File: config.mk
export PLATFORM = sky130hd
export DESIGN_NAME = ymat_row_fetch
export DESIGN_NICKNAME = d
export VERILOG_FILES = /design/src/rtl/ymat_pkg.sv /design/src/rtl/ymat_skid_fifo.sv /design/src/rtl/ymat_row_fetch.sv
export SDC_FILE = /design/constraint.sdc
export NUM_CORES = 1
export LEC_CHECK = 0
export CORE_MARGIN = 10
export CORE_UTILIZATION = 55
export CTS_CLUSTER_SIZE = 24
export DETAILED_ROUTE_END_ITERATION = 6
export PLACE_DENSITY = 0.92
export SLEW_MARGIN = 40
export SYNTH_ARGS = -nofsm -noshare
export SYNTH_HDL_FRONTEND = slang
export SYNTH_SLANG_ARGS = --single-unit
File: constraint.sdc
create_clock -name clock -period 8.9 [get_ports clock]
set_input_delay 1.335 -clock clock [delete_from_list [all_inputs] [get_ports clock]]
set_output_delay 1.335 -clock clock [all_outputs]
set_load 0.02 [all_outputs]
File: src/rtl/ymat_pkg.sv
// Shared types and default widths for the Y-matrix row fetch path.
package ymat_pkg;
  localparam int YMAT_ADDR_W = 11;
  localparam int YMAT_DATA_W = 16;
  localparam int YMAT_SHIFT  = 4;

  typedef enum logic [1:0] {
    IDLE  = 2'd0,
    FETCH = 2'd1,
    DRAIN = 2'd2
  } ymat_fetch_state_t;

  typedef struct packed {
    logic [YMAT_DATA_W-1:0] data;
    logic                   last;
  } ymat_word_t;
endpackage

File: src/rtl/ymat_skid_fifo.sv
// Two-entry FIFO absorbing SRAM returns while the stream is stalled.
module ymat_skid_fifo #(
  parameter int W = 17
) (
  input  logic         clk,
  input  logic         clr,
  input  logic         push,
  input  logic [W-1:0] push_data,
  input  logic         pop,
  output logic [W-1:0] head,
  output logic         valid,
  output logic [1:0]   count
);
  logic [1:0][W-1:0] mem_q, mem_d;
  logic              rd_ptr_q, rd_ptr_d;
  logic              wr_ptr_q, wr_ptr_d;
  logic [1:0]        count_q, count_d;

  always_comb begin
    mem_d    = mem_q;
    rd_ptr_d = rd_ptr_q;
    wr_ptr_d = wr_ptr_q;
    if (push) begin
      mem_d[wr_ptr_q] = push_data;
      wr_ptr_d        = ~wr_ptr_q;
    end
    if (pop) rd_ptr_d = ~rd_ptr_q;
    count_d = count_q + {1'b0, push} - {1'b0, pop};
  end

  always_ff @(posedge clk) begin
    if (clr) begin
      mem_q    <= '0;
      rd_ptr_q <= 1'b0;
      wr_ptr_q <= 1'b0;
      count_q  <= 2'd0;
    end else begin
      mem_q    <= mem_d;
      rd_ptr_q <= rd_ptr_d;
      wr_ptr_q <= wr_ptr_d;
      count_q  <= count_d;
    end
  end

  assign head  = mem_q[rd_ptr_q];
  assign valid = (count_q != 2'd0);
  assign count = count_q;
endmodule

File: src/rtl/ymat_row_fetch.sv
// Streams one Y-matrix row from SRAM, scaled by 2^-SHIFT, onto a valid/ready port.
// Define YMAT_ROUND_EN for round-to-nearest scaling instead of truncation.
module ymat_row_fetch
  import ymat_pkg::*;
#(
  parameter int ADDR_W  = YMAT_ADDR_W,
  parameter int DATA_W  = YMAT_DATA_W,
  parameter int ROW_LEN = 32,
  parameter int SHIFT   = YMAT_SHIFT
) (
  input  logic              clock,
  input  logic              reset,
  input  logic              start,
  input  logic [ADDR_W-1:0] row_base,
  output logic              sram_rd_en,
  output logic [ADDR_W-1:0] sram_addr,
  input  logic [DATA_W-1:0] sram_rdata,
  output logic              out_valid,
  output logic [DATA_W-1:0] out_data,
  output logic              out_last,
  input  logic              out_ready,
  output logic              busy,
  output logic              done
);
  ymat_fetch_state_t state_q, state_d;
  logic [ADDR_W-1:0] addr_q, addr_d;
  logic [ADDR_W-1:0] hold_q, hold_d;
  logic [ADDR_W:0]   iss_q, iss_d;
  logic              inflight_q, inflight_d;
  logic              infl_last_q, infl_last_d;
  logic              done_q, done_d;

  logic [DATA_W:0]   fifo_head;
  logic              fifo_valid;
  logic [1:0]        fifo_count;
  logic              pop, issue, last_issue;
  logic [2:0]        occ;
  logic [DATA_W-1:0] scaled;

  assign pop        = fifo_valid & out_ready;
  // Occupancy after this cycle's pop, counting the read already on its way back.
  assign occ        = 3'(fifo_count) + 3'(inflight_q) - 3'(pop);
  assign issue      = (state_q == FETCH) && (occ < 3'd2);
  assign last_issue = issue && (iss_q == (ADDR_W+1)'(ROW_LEN - 1));

`ifdef YMAT_ROUND_EN
  localparam logic [DATA_W:0] RND = (DATA_W+1)'(1) << (SHIFT - 1);
  always_comb scaled = DATA_W'($signed({sram_rdata[DATA_W-1], sram_rdata} + RND) >>> SHIFT);
`else
  always_comb scaled = $signed(sram_rdata) >>> SHIFT;
`endif

  always_comb begin
    state_d     = state_q;
    addr_d      = addr_q;
    iss_d       = iss_q;
    done_d      = 1'b0;
    hold_d      = issue ? addr_q : hold_q;
    inflight_d  = issue;
    infl_last_d = last_issue;
    case (state_q)
      IDLE: if (start) begin
        state_d = FETCH;
        addr_d  = row_base;
        iss_d   = '0;
      end
      FETCH: if (issue) begin
        addr_d = addr_q + 1'b1;
        iss_d  = iss_q + 1'b1;
        if (last_issue) state_d = DRAIN;
      end
      DRAIN: if (pop && fifo_head[DATA_W]) begin
        state_d = IDLE;
        done_d  = 1'b1;
      end
      default: state_d = IDLE;
    endcase
  end

  always_ff @(posedge clock) begin
    if (reset) begin
      state_q     <= IDLE;
      addr_q      <= '0;
      hold_q      <= '0;
      iss_q       <= '0;
      inflight_q  <= 1'b0;
      infl_last_q <= 1'b0;
      done_q      <= 1'b0;
    end else begin
      state_q     <= state_d;
      addr_q      <= addr_d;
      hold_q      <= hold_d;
      iss_q       <= iss_d;
      inflight_q  <= inflight_d;
      infl_last_q <= infl_last_d;
      done_q      <= done_d;
    end
  end

  ymat_skid_fifo #(.W(DATA_W + 1)) u_fifo (
    .clk       (clock),
    .clr       (reset),
    .push      (inflight_q),
    .push_data ({infl_last_q, scaled}),
    .pop       (pop),
    .head      (fifo_head),
    .valid     (fifo_valid),
    .count     (fifo_count)
  );

  assign sram_rd_en = issue;
  assign sram_addr  = issue ? addr_q : hold_q;
  assign out_valid  = fifo_valid;
  assign out_data   = fifo_valid ? fifo_head[DATA_W-1:0] : '0;
  assign out_last   = fifo_valid & fifo_head[DATA_W];
  assign busy       = (state_q != IDLE);
  assign done       = done_q;
endmodule

==> flow_summary.rst, run 1 <==
.. list-table::
   :header-rows: 1

   * - Metric
     - Value
   * - Outcome
     - finished, final reports clean
   * - Worst path bufs/invs
     - 5
   * - Required @ worst endpoint
     - 7570 ps
   * - Layout Area Growth over Synthesis
     - 23.50%
   * - Most frequent cell on the critical path
     - sky130_fd_sc_hd__inv_1
   * - Static leakage
     - 0.001359 uW
   * - Detailed router's first-iteration violation count
     - 184
   * - I/O pin cnt
     - 63
   * - Number of max-cap violations
     - 0
   * - Hold-fix buffers, CTS
     - 0
   * - Via count of the first global-routing pass
     - 2736
   * - Avg Synthesized Cell Area
     - 8.198 um^2
   * - Xor-xnor portion of the synthesized cell area
     - 0.7767%
   * - Buffer depth of the longest clock path
     - 2
   * - Area enclosed by the die boundary
     - 0.009319 mm^2
   * - Post-Syn Area
     - 0.003222 mm^2
   * - M1 WL
     - 3133 um
   * - Sum of net half-perimeters after detailed placement
     - 5237 um
   * - Flops & latches, synth
     - 69
   * - Number of flops mapped to enable cells by yosys
     - 0
   * - Clock latency on the worst-skew pair
     - 340 ps
   * - Final period demand of the worst path
     - 6142 ps
   * - Cell with the biggest individual delay on the critical path
     - sky130_fd_sc_hd__clkdlybuf4s50_1
   * - Sequential area share after synthesis
     - 42.87%
   * - Placement Cell Area
     - 0.003766 mm^2
   * - Cell area after layout
     - 0.003979 mm^2
   * - Total nets after synthesis
     - 429
   * - Critical path peak fanout
     - 14
   * - Crit-path leading delay family
     - buffers and inverters
   * - Type of the setup path with the least slack
     - input port to output port
   * - Critical Path Sink Type
     - output port
   * - Buffer count from post-CTS setup fixing
     - 0
   * - Compound-gate portion of the synthesized area
     - 14.41%
   * - CP Data Arrival Time
     - 4810 ps
   * - First-pass GRT wire length
     - 12710 um
   * - Element type at the critical path start
     - input port
   * - Setup skew after layout
     - 6.509 ps
   * - Post-synthesis share of cell area spent on full adders, half adders and majority gates
     - 2.175%
   * - Max incr delay on CP
     - 550 ps
   * - Share of the synthesized area in the top cell type
     - 42.87%
   * - Maximum clock frequency
     - 0.1628 GHz
   * - Number of distinct library cells after synthesis
     - 46
   * - Most frequent cells after synthesis
     - 69 x sky130_fd_sc_hd__dfxtp_1, 68 x sky130_fd_sc_hd__nand2_1, 43 x sky130_fd_sc_hd__a21oi_1
   * - Standard-cell rows
     - 27
   * - Clk Tree Root Cell
     - sky130_fd_sc_hd__clkbuf_8
   * - Total number of nets in the final design
     - 471
   * - Most common flop cell mapped by yosys
     - sky130_fd_sc_hd__dfxtp_1
   * - Max Used Layer
     - met4
   * - IO Port Bufs
     - 58
   * - Vias per Instance
     - 5.658
   * - Core region area
     - 0.005608 mm^2
   * - Post-synthesis mux area share
     - 7.883%
   * - Setup violation total in the final timing report
     - 0
   * - Routed wire per std cell
     - 15.01 um
   * - Routed met2 length
     - 3771 um
   * - Largest family of logic cells by synthesized area
     - simple AND/OR/NAND/NOR gates
   * - H-tree depth
     - 3
   * - Maximum number of pins on one net before global-route repair
     - 64
   * - Clock buffers created by TritonCTS
     - 9
   * - Post-CTS resize count
     - 0
   * - Unrepaired setup endpoints after global routing
     - no
   * - Fraction of layout instances using a drive strength above 1
     - 7.973%
   * - Antenna viol nets, final
     - 0
   * - Clock-pin slew on the worst setup and hold paths
     - 70 ps
   * - Power density relative to cell area
     - 230.3 mW/mm^2
   * - Final setup TNS
     - 0 ps
   * - Area contributors post-synth
     - sky130_fd_sc_hd__dfxtp_1 43%, sky130_fd_sc_hd__nand2_1 7.9%, sky130_fd_sc_hd__a21oi_1 6.7%
   * - RePlAce Congestion
     - 0.8176
   * - Total routing resource utilization after global routing
     - 16.94%
   * - Number of antenna violations at the first check in global routing
     - 0
   * - Worst Max-Slew Pin Slew
     - 860.0 ps
   * - Simple-gate portion of the synthesized area
     - 26.72%
   * - Count of synthesis-stage warnings from yosys
     - 0
   * - Number of iterations in the first detailed-routing pass
     - 5
   * - Post-synthesis async set-or-reset flop share
     - 0%
   * - Post-route total power
     - 916.2 uW
   * - Cell accounting for the most synthesized area
     - sky130_fd_sc_hd__dfxtp_1
   * - VDD IR max
     - 0.1606 mV
   * - Final-report hold violation count
     - 0
   * - Remaining DRCs
     - 0
   * - Total detailed-routing wirelength
     - 7671 um
   * - Congestion Overflow GR
     - 0
   * - Hold WC Path Type
     - register to register
   * - Antenna diode count
     - 0
   * - Most common cell in the synthesized netlist
     - sky130_fd_sc_hd__dfxtp_1
   * - Initial standard-cell utilization of the core
     - 57.45%
   * - Max-slew violation count
     - 0
   * - Via total after detailed routing
     - 2891
   * - Synthesized netlist cell count
     - 393
   * - Clock tree from TritonCTS
     - yes
   * - Worst slew margin
     - 42.59%
   * - Die W
     - 96.54 um
   * - Y dimension of the die
     - 96.54 um
   * - Met3 wire length
     - 626 um
   * - Sink count of the clock tree
     - 69
   * - Critical-path cell list
     - clkdlybuf4s50_1 -> o21ai_0 -> inv_1 -> ha_1 -> inv_1 -> ha_1 -> inv_1 -> fa_1 -> xnor2_2 -> nand3_1 -> mux2_1 -> clkdlybuf4s50_1
   * - Post-route fraction of the period consumed by the critical path
     - 69.01%
==> kinds of logic after synthesis <==
family / count (synthesis)
AO/OA/AOI/OAI: 81
XOR/XNOR: 2
adder cells (fa/ha/maj): 5
buffers and inverters: 36
flip-flops: 69
multiplexers: 24
AND/OR/NAND/NOR: 176
==> flip-flops by register name (all words and copies together) (netlist names) <==
register         cells
addr_q              11
u_fifo.wr_ptr_q      1
infl_last_q          1
iss_q               12
hold_q              11
state_q              2
done                 1
u_fifo.mem_q        26
inflight_q           1
u_fifo.count         2
u_fifo.rd_ptr_q      1
==> worst paths after layout <==
check / from / cells after the start / slack [ps] / endpoint
max: out_ready / 12 / 2760 / sram_addr[5]
min: u_fifo.mem_q[23] / 2 / 460 / u_fifo.mem_q[23]
max reg2reg: u_fifo.count[1] / 12 / 5450 / iss_q[11]
min reg2reg: u_fifo.mem_q[23] / 2 / 460 / u_fifo.mem_q[23]
==> tightest hold or removal path: stages (launching register included) <==
cell	delay [ps]
sky130_fd_sc_hd__dfxtp_1	310
sky130_fd_sc_hd__nand2_1	50
sky130_fd_sc_hd__a21oi_1	50
==> power breakdown <==
| part | leakage [uW] | switching [uW] | internal (uW) | total [uW] |
|---|---|---|---|---|
| Sequential | 0.000560 | 40.0 | 344 | 384 |
| Clock | 0.000112 | 112 | 162 | 275 |
| Combinational | 0.000687 | 141 | 116 | 257 |
==> per-stage QoR <==
step           worst slack (ps)  instances  util, %  hold slack, ps
6_report                   2758        511    70.95           456.9
5_1_grt                    2523        511    70.95           473.4
4_1_cts                    2698        511    70.95           456.6
3_5_place_dp               2736        496    67.16           446.3
3_3_place_gp               2837        496    67.02           436.1
2_1_floorplan              4133        393        -           432.1
==> placed cells by master, fill, tap and decap left out, drive strengths merged, types with 3 or more instances in the layout <==
cell type | netlist | routed
mux2i | 13 | 13
nor2b | 14 | 14
and2 | 6 | 6
ha | 4 | 4
or4 | 6 | 6
nor2 | 30 | 30
clkbuf | 16 | 10
or3 | 8 | 8
nand3 | 11 | 11
mux2 | 11 | 11
o21ai | 18 | 18
nand2b | 5 | 5
nand2 | 68 | 68
inv | 8 | 8
a21oi | 43 | 43
clkdlybuf4s50 | 0 | 57
nor3 | 10 | 10
dfxtp | 69 | 69
nor4 | 4 | 4
nand4 | 4 | 4
and4 | 3 | 3
a211oi | 3 | 3
o31ai | 5 | 5
clkinv | 0 | 3
==> layer usage <==
| layer | vias up | track usage (%) |
|---|---|---|
| met4 | 0 | 7.506 |
| met2 | 101 | 27.90 |
| met5 | - | 0 |
| li1 | 1447 | - |
| met1 | 1330 | 19.89 |
| met3 | 13 | 5.166 |
==> cell type report <==
| cell class | count | area [um^2] |
|---|---|---|
| Sequential cell | 69 | 1381 |
| Timing Repair Buffer | 59 | 585.6 |
| Fill cell | 453 | 1629 |
| Inverter | 8 | 30.03 |
| Clock buffer | 10 | 137.6 |
| Multi-Input combinational cell | 288 | 1679 |
| Tap cell | 72 | 90.09 |
| Clock inverter | 5 | 75.07 |
Note: power is estimated with default switching activity, not from simulation.
==> inputs of run 2 (changes only) <==
Settings changed: CORE_UTILIZATION 55 to 47, PLACE_DENSITY 0.92 to 0.84.
Clock period 8.9 ns to 5.57 ns, I/O delays scaled along.
==> run 2 against run 1 <==
  * Worst hold slack got worse by 3.2 ps
  * Clock power grew 46%
  * Clock skew about the same
  * Setup slack got worse by 1900 ps
  * Via count about the same
  * First-iteration DRC count down 13%
  * Final cell count rose by 2.0%
  * Register-to-register slack got worse by 3000 ps
  * Wire length increased by 2.1%
==> flow_summary.rst, run 2 (same netlist as run 1, synthesis figures left out) <==
.. list-table::
   :header-rows: 1

   * - Metric
     - Value
   * - Core region area
     - 0.006719 mm^2 (was 0.005608 mm^2)
   * - Post-CTS resize count
     - 0 (unchanged)
   * - Reg2reg setup slack
     - 2420 ps (was 5450 ps)
   * - Clock-pin slew on the worst setup and hold paths
     - 80 ps (was 70 ps)
   * - Required @ worst endpoint
     - 4730 ps (was 7570 ps)
   * - Worst Max-Slew Pin Slew
     - 856.4 ps (was 860.0 ps)
   * - RePlAce Congestion
     - 0.7971 (was 0.8176)
   * - Maximum number of pins on one net before global-route repair
     - 64 (unchanged)
   * - Buffer depth of the longest clock path
     - 2 (unchanged)
   * - Clock tree from TritonCTS
     - yes (unchanged)
   * - Critical Path Sink Type
     - output port (unchanged)
   * - Vias per Instance
     - 5.551 (was 5.658)
   * - Layout Area Growth over Synthesis
     - 23.57% (was 23.50%)
   * - Routed wire per std cell
     - 15.03 um (was 15.01 um)
   * - Sum of net half-perimeters after detailed placement
     - 5240 um (was 5237 um)
   * - Hold Worst Slack
     - 453.7 ps (was 456.9 ps)
   * - Type of the setup path with the least slack
     - input port to output port (unchanged)
   * - Fill cell instance count of the final layout
     - 579 (was 453)
   * - Total number of nets in the final design
     - 472 (was 471)
   * - I/O pin cnt
     - 63 (unchanged)
   * - Setup violation total in the final timing report
     - 0 (unchanged)
   * - Fraction of layout instances using a drive strength above 1
     - 8.390% (was 7.973%)
   * - Hold-fix buffers, CTS
     - 0 (unchanged)
   * - Element type at the critical path start
     - input port (unchanged)
   * - CP Data Arrival Time
     - 3920 ps (was 4810 ps)
   * - Power density relative to cell area
     - 358.7 mW/mm^2 (was 230.3 mW/mm^2)
   * - IO Port Bufs
     - 58 (unchanged)
   * - Setup Slack @ Placement
     - 851.2 ps (was 2736 ps)
   * - Max-slew violation count
     - 0 (unchanged)
   * - First-pass GRT wire length
     - 12500 um (was 12710 um)
   * - Outcome
     - finished, final reports clean (unchanged)
   * - Remaining DRCs
     - 0 (unchanged)
   * - Register containing the most flip-flops in the final layout
     - u_fifo.mem_q (unchanged)
   * - Clock buffers created by TritonCTS
     - 9 (unchanged)
   * - Maximum clock frequency
     - 0.2104 GHz
   * - Final setup TNS
     - 0 ps (unchanged)
   * - Clock latency on the worst-skew pair
     - 350 ps (was 340 ps)
   * - Total routing resource utilization after global routing
     - 14.73% (was 16.94%)
   * - Via count of the first global-routing pass
     - 2742 (was 2736)
   * - H-tree depth
     - 3 (unchanged)
   * - VDD IR max
     - 0.2234 mV (was 0.1606 mV)
   * - Number of antenna violations at the first check in global routing
     - 0 (unchanged)
   * - Worst slew margin
     - 42.83% (was 42.59%)
   * - Most common cell after layout, fill and taps aside
     - sky130_fd_sc_hd__dfxtp_1 (unchanged)
   * - Detailed router's first-iteration violation count
     - 160 (was 184)
   * - Post-route fraction of the period consumed by the critical path
     - 85.33%
   * - Setup skew after layout
     - 6.604 ps (was 6.509 ps)
   * - Via total after detailed routing
     - 2892 (was 2891)
   * - Final-report hold violation count
     - 0 (unchanged)
   * - Area enclosed by the die boundary
     - 0.01057 mm^2 (was 0.009319 mm^2)
   * - Congestion Overflow GR
     - 0 (unchanged)
   * - Unrepaired setup endpoints after global routing
     - no (unchanged)
   * - Standard-cell rows
     - 30 (was 27)
   * - Number of max-cap violations
     - 0 (unchanged)
   * - Buffer count from post-CTS setup fixing
     - 0 (unchanged)
   * - Final period demand of the worst path
     - 4753 ps
   * - Setup WS post-layout
     - 817.2 ps (was 2758 ps)
   * - Critical path peak fanout
     - 13 (was 14)
   * - Static leakage
     - 0.001345 uW (was 0.001359 uW)
   * - Clk Tree Root Cell
     - sky130_fd_sc_hd__clkbuf_8 (unchanged)
   * - Max reg flops
     - 26 (unchanged)
   * - Total detailed-routing wirelength
     - 7833 um (was 7671 um)
   * - Sink count of the clock tree
     - 69 (unchanged)
   * - Antenna diode count
     - 0 (unchanged)
   * - Hold WC Path Type
     - register to register (unchanged)
   * - Die W
     - 102.8 um (was 96.54 um)
   * - Antenna viol nets, final
     - 0 (unchanged)
   * - Y dimension of the die
     - 102.8 um (was 96.54 um)
   * - Biggest registers after layout
     - u_fifo.mem_q: 26 flops, iss_q: 12 flops (unchanged)
   * - Initial standard-cell utilization of the core
     - 47.95% (was 57.45%)
   * - Leading cell types in the layout, fill and taps excluded
     - 69 x sky130_fd_sc_hd__dfxtp_1, 68 x sky130_fd_sc_hd__nand2_1, 57 x sky130_fd_sc_hd__clkdlybuf4s50_1, 43 x sky130_fd_sc_hd__a21oi_1, 29 x sky130_fd_sc_hd__nor2_1 (unchanged)
   * - Number of iterations in the first detailed-routing pass
     - 4 (was 5)
run 2: area by class of cell:
cell class | count | area, um^2 | share of cell area [%]
multi-input combinational | 288 | 1685 | 42.33
sequential | 69 | 1381 | 34.70
timing repair buffer | 60 | 593.1 | 14.90
clock buffer | 10 | 127.6 | 3.206
tap | 80 | 100.1 | 2.514
clock inverter | 6 | 63.81 | 1.603
inverter | 8 | 30.03 | 0.7542
run 2: layer usage:
metal	part of all wire [%]	vias up	GRT usage [%]
li1	-	1447	-
met1	45	1355	17.18
met2	46	78	23.99
met3	7.4	12	5.496
met4	1.5	0	5.775
met5	0	-	0
run 2: path summary, 6_finish.rpt:
check | startpoint | end | cells after the start
worst min-delay path | u_fifo.mem_q[22] | u_fifo.mem_q[22] | 2
worst min register to register | u_fifo.mem_q[22] | u_fifo.mem_q[22] | 2
worst max register to register | u_fifo.count[1] | addr_q[9] | 12
worst max-delay path | out_ready | sram_addr[5] | 13
run 2: power breakdown:
group / total (uW) / internal [uW] / switching (uW)
registers: 612 / 550 / 62.8
logic: 415 / 189 / 226
clock network: 401 / 206 / 195
run 2: per-stage QoR:
step,total power (uW),cell area (um^2),utilization [%],std cells
after floorplan,894.8,3222,-,393
after global placement,1019,3776,56.20,505
after detailed placement,1036,3784,56.31,505
after CTS,1437,3975,59.16,521
after global routing,1507,3981,59.26,521
final,1428,3981,59.26,521
run 2: worst max-delay path, cell delays in order:
cell and delay [ps]:
sky130_fd_sc_hd__clkdlybuf4s50_1 420, sky130_fd_sc_hd__o21ai_0 190, sky130_fd_sc_hd__inv_1 90, sky130_fd_sc_hd__ha_1 280
sky130_fd_sc_hd__inv_1 60, sky130_fd_sc_hd__ha_1 130, sky130_fd_sc_hd__inv_1 50, sky130_fd_sc_hd__fa_1 400
sky130_fd_sc_hd__xnor2_2 240, sky130_fd_sc_hd__nand3_1 130, sky130_fd_sc_hd__buf_4 220, sky130_fd_sc_hd__mux2_1 330
sky130_fd_sc_hd__clkdlybuf4s50_1 550
